`config.mk`:
```
export PLATFORM = sky130hd
export DESIGN_NAME = mux_select_arbiter
export DESIGN_NICKNAME = d
export VERILOG_FILES = /design/src/rtl/mux_select_arbiter.sv
export SDC_FILE = /design/constraint.sdc
export NUM_CORES = 1
export LEC_CHECK = 0
export CELL_PAD_IN_SITES_DETAIL_PLACEMENT = 1
export CELL_PAD_IN_SITES_GLOBAL_PLACEMENT = 2
export CORE_UTILIZATION = 32
export DETAILED_ROUTE_END_ITERATION = 8
export PLACE_DENSITY = 0.79
export SYNTH_ARGS = -nofsm -noshare
export SYNTH_HDL_FRONTEND = slang
export SYNTH_SLANG_ARGS = --single-unit
```
`constraint.sdc`:
```
create_clock -name clk -period 2.8 [get_ports clk]
set_input_delay 0.42 -clock clk [delete_from_list [all_inputs] [get_ports clk]]
set_output_delay 0.42 -clock clk [all_outputs]
set_load 0.03 [all_outputs]
```
`src/rtl/mux_select_arbiter.sv`:
```
// Round-robin arbiter driving an 8:1 mux select/enable with break-before-make and hold limiting.
// Define FIXED_PRI0_EN to make channel 0 a fixed highest-priority requester that can force releases.
module mux_select_arbiter #(
    parameter int MAX_HOLD      = 4,
    parameter int SETTLE_CYCLES = 1,
    parameter int DELAY_RISE    = 0,
    parameter int DELAY_FALL    = 0
) (
    input  logic       clk,
    input  logic       reset,
    input  logic [7:0] req,
    output logic [7:0] grant,
    output logic [2:0] S,
    output logic       Output_bar,
    output logic       busy
);
    typedef enum logic [1:0] {IDLE, SETTLE, GRANT} state_t;

    localparam logic [3:0] MAX_HOLD_C  = 4'(MAX_HOLD);
    localparam logic [3:0] SETTLE_INIT = 4'(SETTLE_CYCLES - 1);

    // Output delays only matter for annotated timing simulation; here they are range-checked only.
    if (MAX_HOLD < 1 || MAX_HOLD > 15 || SETTLE_CYCLES < 1 || SETTLE_CYCLES > 15 ||
        DELAY_RISE < 0 || DELAY_FALL < 0) begin : g_bad_params
        $error("mux_select_arbiter: parameter out of range");
    end

    state_t     state_q, state_d;
    logic [7:0] grant_q, grant_d;
    logic [2:0] s_q, s_d;
    logic       oe_bar_q, oe_bar_d;
    logic [2:0] last_q, last_d;
    logic [3:0] hold_cnt_q, hold_cnt_d;
    logic [3:0] settle_cnt_q, settle_cnt_d;

    logic [2:0] winner;
    logic [2:0] scan_idx;
    logic       found;
    logic       others_pending;
    logic       release_now;

    always_comb begin
        winner   = last_q;
        scan_idx = last_q;
        found    = 1'b0;
        for (int k = 1; k <= 8; k++) begin
            scan_idx = last_q + 3'(k);
            if (!found && req[scan_idx]) begin
                winner = scan_idx;
                found  = 1'b1;
            end
        end
`ifdef FIXED_PRI0_EN
        if (req[0]) begin
            winner = 3'd0;
        end
`endif
    end

    // While a grant is held, S always equals the owning channel.
    assign others_pending = |(req & ~(8'd1 << s_q));

    always_comb begin
        state_d      = state_q;
        grant_d      = grant_q;
        s_d          = s_q;
        oe_bar_d     = oe_bar_q;
        last_d       = last_q;
        hold_cnt_d   = hold_cnt_q;
        settle_cnt_d = settle_cnt_q;
        release_now  = 1'b0;
        case (state_q)
            IDLE: begin
                if (|req) begin
                    s_d          = winner;
                    settle_cnt_d = SETTLE_INIT;
                    state_d      = SETTLE;
                end
            end
            SETTLE: begin
                if (!req[s_q]) begin
                    state_d = IDLE;
                end else if (settle_cnt_q == 4'd0) begin
                    grant_d    = 8'd1 << s_q;
                    oe_bar_d   = 1'b0;
                    hold_cnt_d = 4'd1;
                    state_d    = GRANT;
                end else begin
                    settle_cnt_d = settle_cnt_q - 4'd1;
                end
            end
            GRANT: begin
`ifdef FIXED_PRI0_EN
                release_now = !req[s_q] ||
                              ((s_q != 3'd0) &&
                               (req[0] || ((hold_cnt_q == MAX_HOLD_C) && others_pending)));
`else
                release_now = !req[s_q] || ((hold_cnt_q == MAX_HOLD_C) && others_pending);
`endif
                if (release_now) begin
                    grant_d  = 8'd0;
                    oe_bar_d = 1'b1;
                    last_d   = s_q;
                    state_d  = IDLE;
                end else if (hold_cnt_q != MAX_HOLD_C) begin
                    hold_cnt_d = hold_cnt_q + 4'd1;
                end
            end
            default: begin
                state_d = IDLE;
            end
        endcase
    end

    always_ff @(posedge clk) begin
        if (reset) begin
            state_q      <= IDLE;
            grant_q      <= 8'd0;
            s_q          <= 3'd0;
            oe_bar_q     <= 1'b1;
            last_q       <= 3'd7;
            hold_cnt_q   <= 4'd0;
            settle_cnt_q <= 4'd0;
        end else begin
            state_q      <= state_d;
            grant_q      <= grant_d;
            s_q          <= s_d;
            oe_bar_q     <= oe_bar_d;
            last_q       <= last_d;
            hold_cnt_q   <= hold_cnt_d;
            settle_cnt_q <= settle_cnt_d;
        end
    end

    assign grant      = grant_q;
    assign S          = s_q;
    assign Output_bar = oe_bar_q;
    assign busy       = (state_q != IDLE);

endmodule

```
# --- Word-level counts from Yosys, hierarchy flattened ---
# Index checks and enable logic that the tools add are counted.
totals:
  register_bits: 25
  input_bits: 10
  out_inout_bits: 13
  word_cells: 125
op_classes:
  add_sub_neg: 9
  order_cmp: 9
  n_eq_ne: 12
  shift: 1
  n_mux: 55
  bitwise_logic: 2
  reduce_logical: 30
ops:
  columns: ["cell", "n"]
  rows:
  - ["$lt A3 B4 Y1 const B", 9]
  - ["$mux W4", 7]
  - ["$bmux W1 S3", 9]
  - ["$mux W3", 8]
  - ["$mux W8", 3]
  - ["$mux W1", 19]
  - ["$pmux W4 S2", 2]
  - ["$pmux W8 S2", 1]
  - ["$reduce_or A8 Y1", 2]
  - ["$ne A2 B2 Y1 const B", 7]
  - ["$add A3 B3 Y3 const B", 4]
  - ["$and A8 B8 Y8", 1]
  - ["$logic_and A1 B1 Y1", 8]
  - ["$logic_not A1 Y1", 8]
  - ["$mux W2", 4]
  - ["$not A8 Y8", 1]
  - ["$reduce_and A4 Y1", 2]
  - ["$shl A1 B3 Y8 const A", 1]
  - ["$add A3 B2 Y3 const B", 2]
  - ["$pmux W2 S3", 1]
  - ["$reduce_bool A2 Y1", 3]
  - ["$reduce_and A5 Y1", 1]
  - ["$add A4 B1 Y4 const B", 1]
  - ["$eq A4 B3 Y1 const B", 1]
  - ["12 further kinds", 13]

# --- Depth between registers and ports, before layout ---
# Gate-level depths: netlist (run 1).
logic_depth:
  depth_word: 25
  mapped_depth: 11
  mapped_depth_nobuf: 9

# --- Worst setup path before layout (run 1) ---
# Ideal clock, no wire load.
synth_path:
  path_type: "flip-flop to flip-flop"
  start: "reg last_q[0]"
  end: "reg s_q[0], in the netlist S[0]"
  setup_time_ps: 122
  arrival_ps: 2546
  required_time_ps: 2678
  path_slack_ps: 132
  stages_incl_launch_ff: 12
  n_path_buf: 2
  period_less_slack_ps: 2668
  cell_sequence: "dfxtp_1 -> buf_6 -> inv_1 -> ha_1 -> buf_4 -> mux4_4 -> mux2i_1 -> a22o_4 -> nand2_2 -> o221ai_2 -> nor4_1 -> a311o_1"
synth_via:
  elab_chain_len: 25
  word_cells_on_any_way: 52
  cone_classes: "7 x add/sub; 31 x mux; 14 x reduce/logical"
synth_rtl:
  columns: ["item", "line", "text"]
  rows:
  - ["start, declared", "32", "logic [2:0] last_q, last_d;"]
  - ["start signal, assigned", "129", "last_q <= last_d;"]
  - ["$add A3 B1 Y3", "47", "scan_idx = last_q + 3'(k);"]
  - ["$bmux W1 S3", "48", "if (!found && req[scan_idx]) begin"]
  - ["$mux W1 (implied by the code)", "48", null]
  - ["$mux W1", "48", null]
  - ["$logic_not A1 Y1", "48", null]
  - ["$logic_and A1 B1 Y1", "48", null]
  - ["$mux W1", "48", null]
  - ["$logic_not A1 Y1", "48", null]
  - ["[... 9 more ...]", null, null]
  - ["$logic_and A1 B1 Y1", "48", null]
  - ["$mux W1", "48", null]
  - ["$logic_not A1 Y1", "48", null]
  - ["$logic_and A1 B1 Y1", "48", null]
  - ["$mux W1", "48", null]
  - ["$logic_not A1 Y1", "48", null]
  - ["$logic_and A1 B1 Y1", "48", null]
  - ["$mux W3 *", "48", null]
  - ["end signal, assigned", "119", "s_q <= 3'd0;"]
  - ["end signal, assigned", "127", "s_q <= s_d;"]
  - ["end, declared", "30", "logic [2:0] s_q, s_d;"]
# Mark *: on every way between the ends. The rest lies on a longest branch, timed or not. The select of a mux whose other input is x is not followed.
# A chain may end at the register's enable or synchronous reset.

# --- Final worst setup path (run 1) ---
layout_path:
  start: "reg last_q[1]"
  end: "reg s_q[0], in the netlist S[0]"
# The elaborated chain is that of the path after synthesis.

==> metrics.md, run 1 <==
| Metric | Value |
|---|---|
| Max cap viols | `0` |
| Leak | `0.001021 uW` |
| WP data required | `2.97 ns` |
| Power, Total | `2252 uW` |
| Root Driver | `clkbuf_8` |
| Gpl congestion | `0.7941` |
| WL per Instance | `16.04 um` |
| Clk sink count | `25` |
| Outcome | `finished clean` |
| Count of final setup violators | `0` |
| Syn Inst Count | `251` |
| Most numerous cell in the Yosys netlist | `nor2_1` |
| Row cnt | `30` |
| Area Overhead vs Synth | `19.58%` |
| Kind of critical path | `reg2reg` |
| Number of synthesized flops with an enable pin | `0` |
| Ys async rst share | `0%` |
| Post-Syn Area | `2281 um^2` |
| HP Class | `reg2reg` |
| Vias in the first global route | `1999` |
| Initial antenna violation count | `0` |
| Die Span X | `86.43 um` |
| Syn_area_per_cell | `9.087 um^2` |
| R2r worst-path depth | `9` |
| Hold Path Cell Cnt | `2` |
| GRT Resource Usage Total | `17.12%` |
| Crit path time final | `2.583 ns` |
| Total Wirelength | `6096 um` |
| Worst-case clock buffer depth | `2` |
| Vias per inst | `5.387` |
| Tcrit/Tclk final | `92.25%` |
| Worst skew pair latency | `0.27 ns` |
| DIE HEIGHT | `86.43 um` |
| Clock slew seen by the registers of the worst setup and hold paths | `0.09 ns` |
| Post-route DRC | `0` |
| Rel. slew slack | `55.98%` |
| H-tree depth | `1` |
| Drt first pass iters | `6` |
| Initial core utilization | `33.39%` |
| Layout Skew | `0.005841 ns` |
| Synth Flop Type | `dfxtp_1` |
| Share of cells above drive strength 1 | `20.07%` |
| # port buffers | `22` |
| RSZ-0062 raised after global routing | `false` |
| Distinct cells, synth | `65` |
| Largest net degree at the start of global routing | `18` |
| Core area | `6832 um^2` |
| Hold Vio Cnt, Final | `0` |
| Routed vias | `2047` |
| Pre-CTS setup slack | `-0.01686 ns` |
| Antenna Cells | `0` |
| Worst vdd rail ir drop | `0.0003480 V` |
| Final ANT Viol Nets | `0` |
| Worst setup EP type | `flop` |
| CP Launch Type | `flop` |
| Die area | `7469 um^2` |
| Achievable frequency | `387.2 MHz` |
| Synth cell count leaders | `27 x nor2_1, 25 x dfxtp_1, 18 x inv_1, 15 x nand2_1, 13 x a21oi_1` |
| First-pass GRT wire length | `10140 um` |
| Cts hold-fix bufs | `0` |
| Syn_nets | `270` |
| Cell taking the most area after synthesis | `dfxtp_1` |
| Remaining global-route overflow | `0` |
| CTS buffer count | `3` |
| Number of synthesized register bits | `25` |
| Io pins | `23` |
| CTS tree | `built` |
| Seq/Total Area, Yosys | `21.94%` |
| Worst setup slack after layout | `0.2170 ns` |
| Synth top area cells | `dfxtp_1 22%, mux4_2 12%, ha_1 4.9%` |
| Synth top area share | `21.94%` |
| Power Dens Cells | `825.5 nW/um^2` |
| Crit path DAT | `2.76 ns` |
| CP max FO | `8` |
| Slew Viols, Final | `0` |
| Nets | `304` |
| Initial drt markers | `94` |
| DP Wirelength | `4690 um` |
| Ys Warns | `0` |
| Tightest Pin Transition | `0.6564 ns` |
-- cells by family after synthesis --
| logic type | share of synthesized area [%] |
|---|---|
| DFF | 21.94 |
| xor gates and xnor gates | 1.920 |
| AOI/OAI and AO/OA | 21.56 |
| muxes | 22.16 |
| buffers and inverters | 7.460 |
| adders and majority gates | 4.937 |
| and+or+nand+nor | 20.02 |
-- metal layers --
metal  track usage (%)  share of wire (%)  up-vias  wire length, um
li1                  -                  -     1013                -
met1             24.63                 51     1008             3094
met2             27.78                 47       24             2841
met3             2.571                2.3        2              143
met4             2.273               0.30        0               18
met5                 0                  0        -                0
-- state kept, by name, indices dropped and copies added, names as in the netlist --
signal        cells
Output_bar        1
grant             8
state_q           2
settle_cnt_q      4
hold_cnt_q        4
S                 3
last_q            3
-- layout make-up --
type                    instances  area, um^2
clock buffers                   3       41.29
clock inverters                 1       7.507
fillers                       834        4104
inverters                      18       67.56
multi-input cells             194        1613
flip-flops and latches         25       500.5
well taps                      96       120.1
repair buffers                 43       377.9
-- worst max-delay path, cell delays in order (launching register included) --
cell and delay, ns:
dfxtp_1 0.34, inv_1 0.10, ha_2 0.47, buf_4 0.20, mux4_2 0.38, mux2i_4 0.19
a21boi_2 0.22, o221ai_2 0.12, nor4b_4 0.14, a311o_1 0.31
-- stage by stage --
stage               std cells  TNS (ns)  util, %  hold WS (ns)  instance area (um^2)
finish                    380         0    39.93        0.4610                  2728
global route              380         0    39.93        0.5009                  2728
CTS                       380         0    39.89        0.4679                  2725
detailed placement        376  -0.02368    39.18        0.4540                  2676
global placement          376         0    39.18        0.4462                  2676
floorplan                 251         0        -        0.4496                  2281
-- path summary, 6_finish.rpt --
| check | end | slack [ns] | start |
|---|---|---|---|
| min | grant[7] | 0.46 | grant[7] |
| max reg2reg | S[0] | 0.22 | last_q[1] |
| max | S[0] | 0.22 | last_q[1] |
| min reg2reg | grant[7] | 0.46 | grant[7] |
-- report_power, final --
part	leakage [uW]	switching [uW]	total, uW	internal, uW
Clock	0.0000217	123	224	101
Combinational	0.000796	849	1510	656
Sequential	0.000203	86.8	522	436
-- placed cells by master, fill, tap and decap left out, types with 3 or more instances in the layout --
cell type	n
mux2i_1	9
xor2_1	3
nor2b_1	4
mux2i_4	3
nand4_1	4
buf_4	21
inv_1	18
mux4_2	12
o21ai_0	7
nor3b_1	5
a32oi_1	4
clkdlybuf4s50_1	22
nor2_1	27
a22oi_1	4
nor3_1	7
nand3b_1	4
dfxtp_1	25
o21ai_1	5
nand3_1	8
clkbuf_8	3
a31oi_1	3
ha_1	8
nand2b_1	4
a21oi_1	13
nand2_1	15
-- timing repair --
action / in CTS / in global routing
endpoints found under the setup margin: 0 / 3
setup buffers: 0 / 0
resized for setup: 0 / 1
No activity file was read; power rests on OpenSTA's default activity.
==> run 2, diff against run 1 <==
- ABC_CLOCK_PERIOD_IN_PS: not set -> 2800
==> results of run 2 <==
Final layout, timing and power as in run 1 (identical DEF).
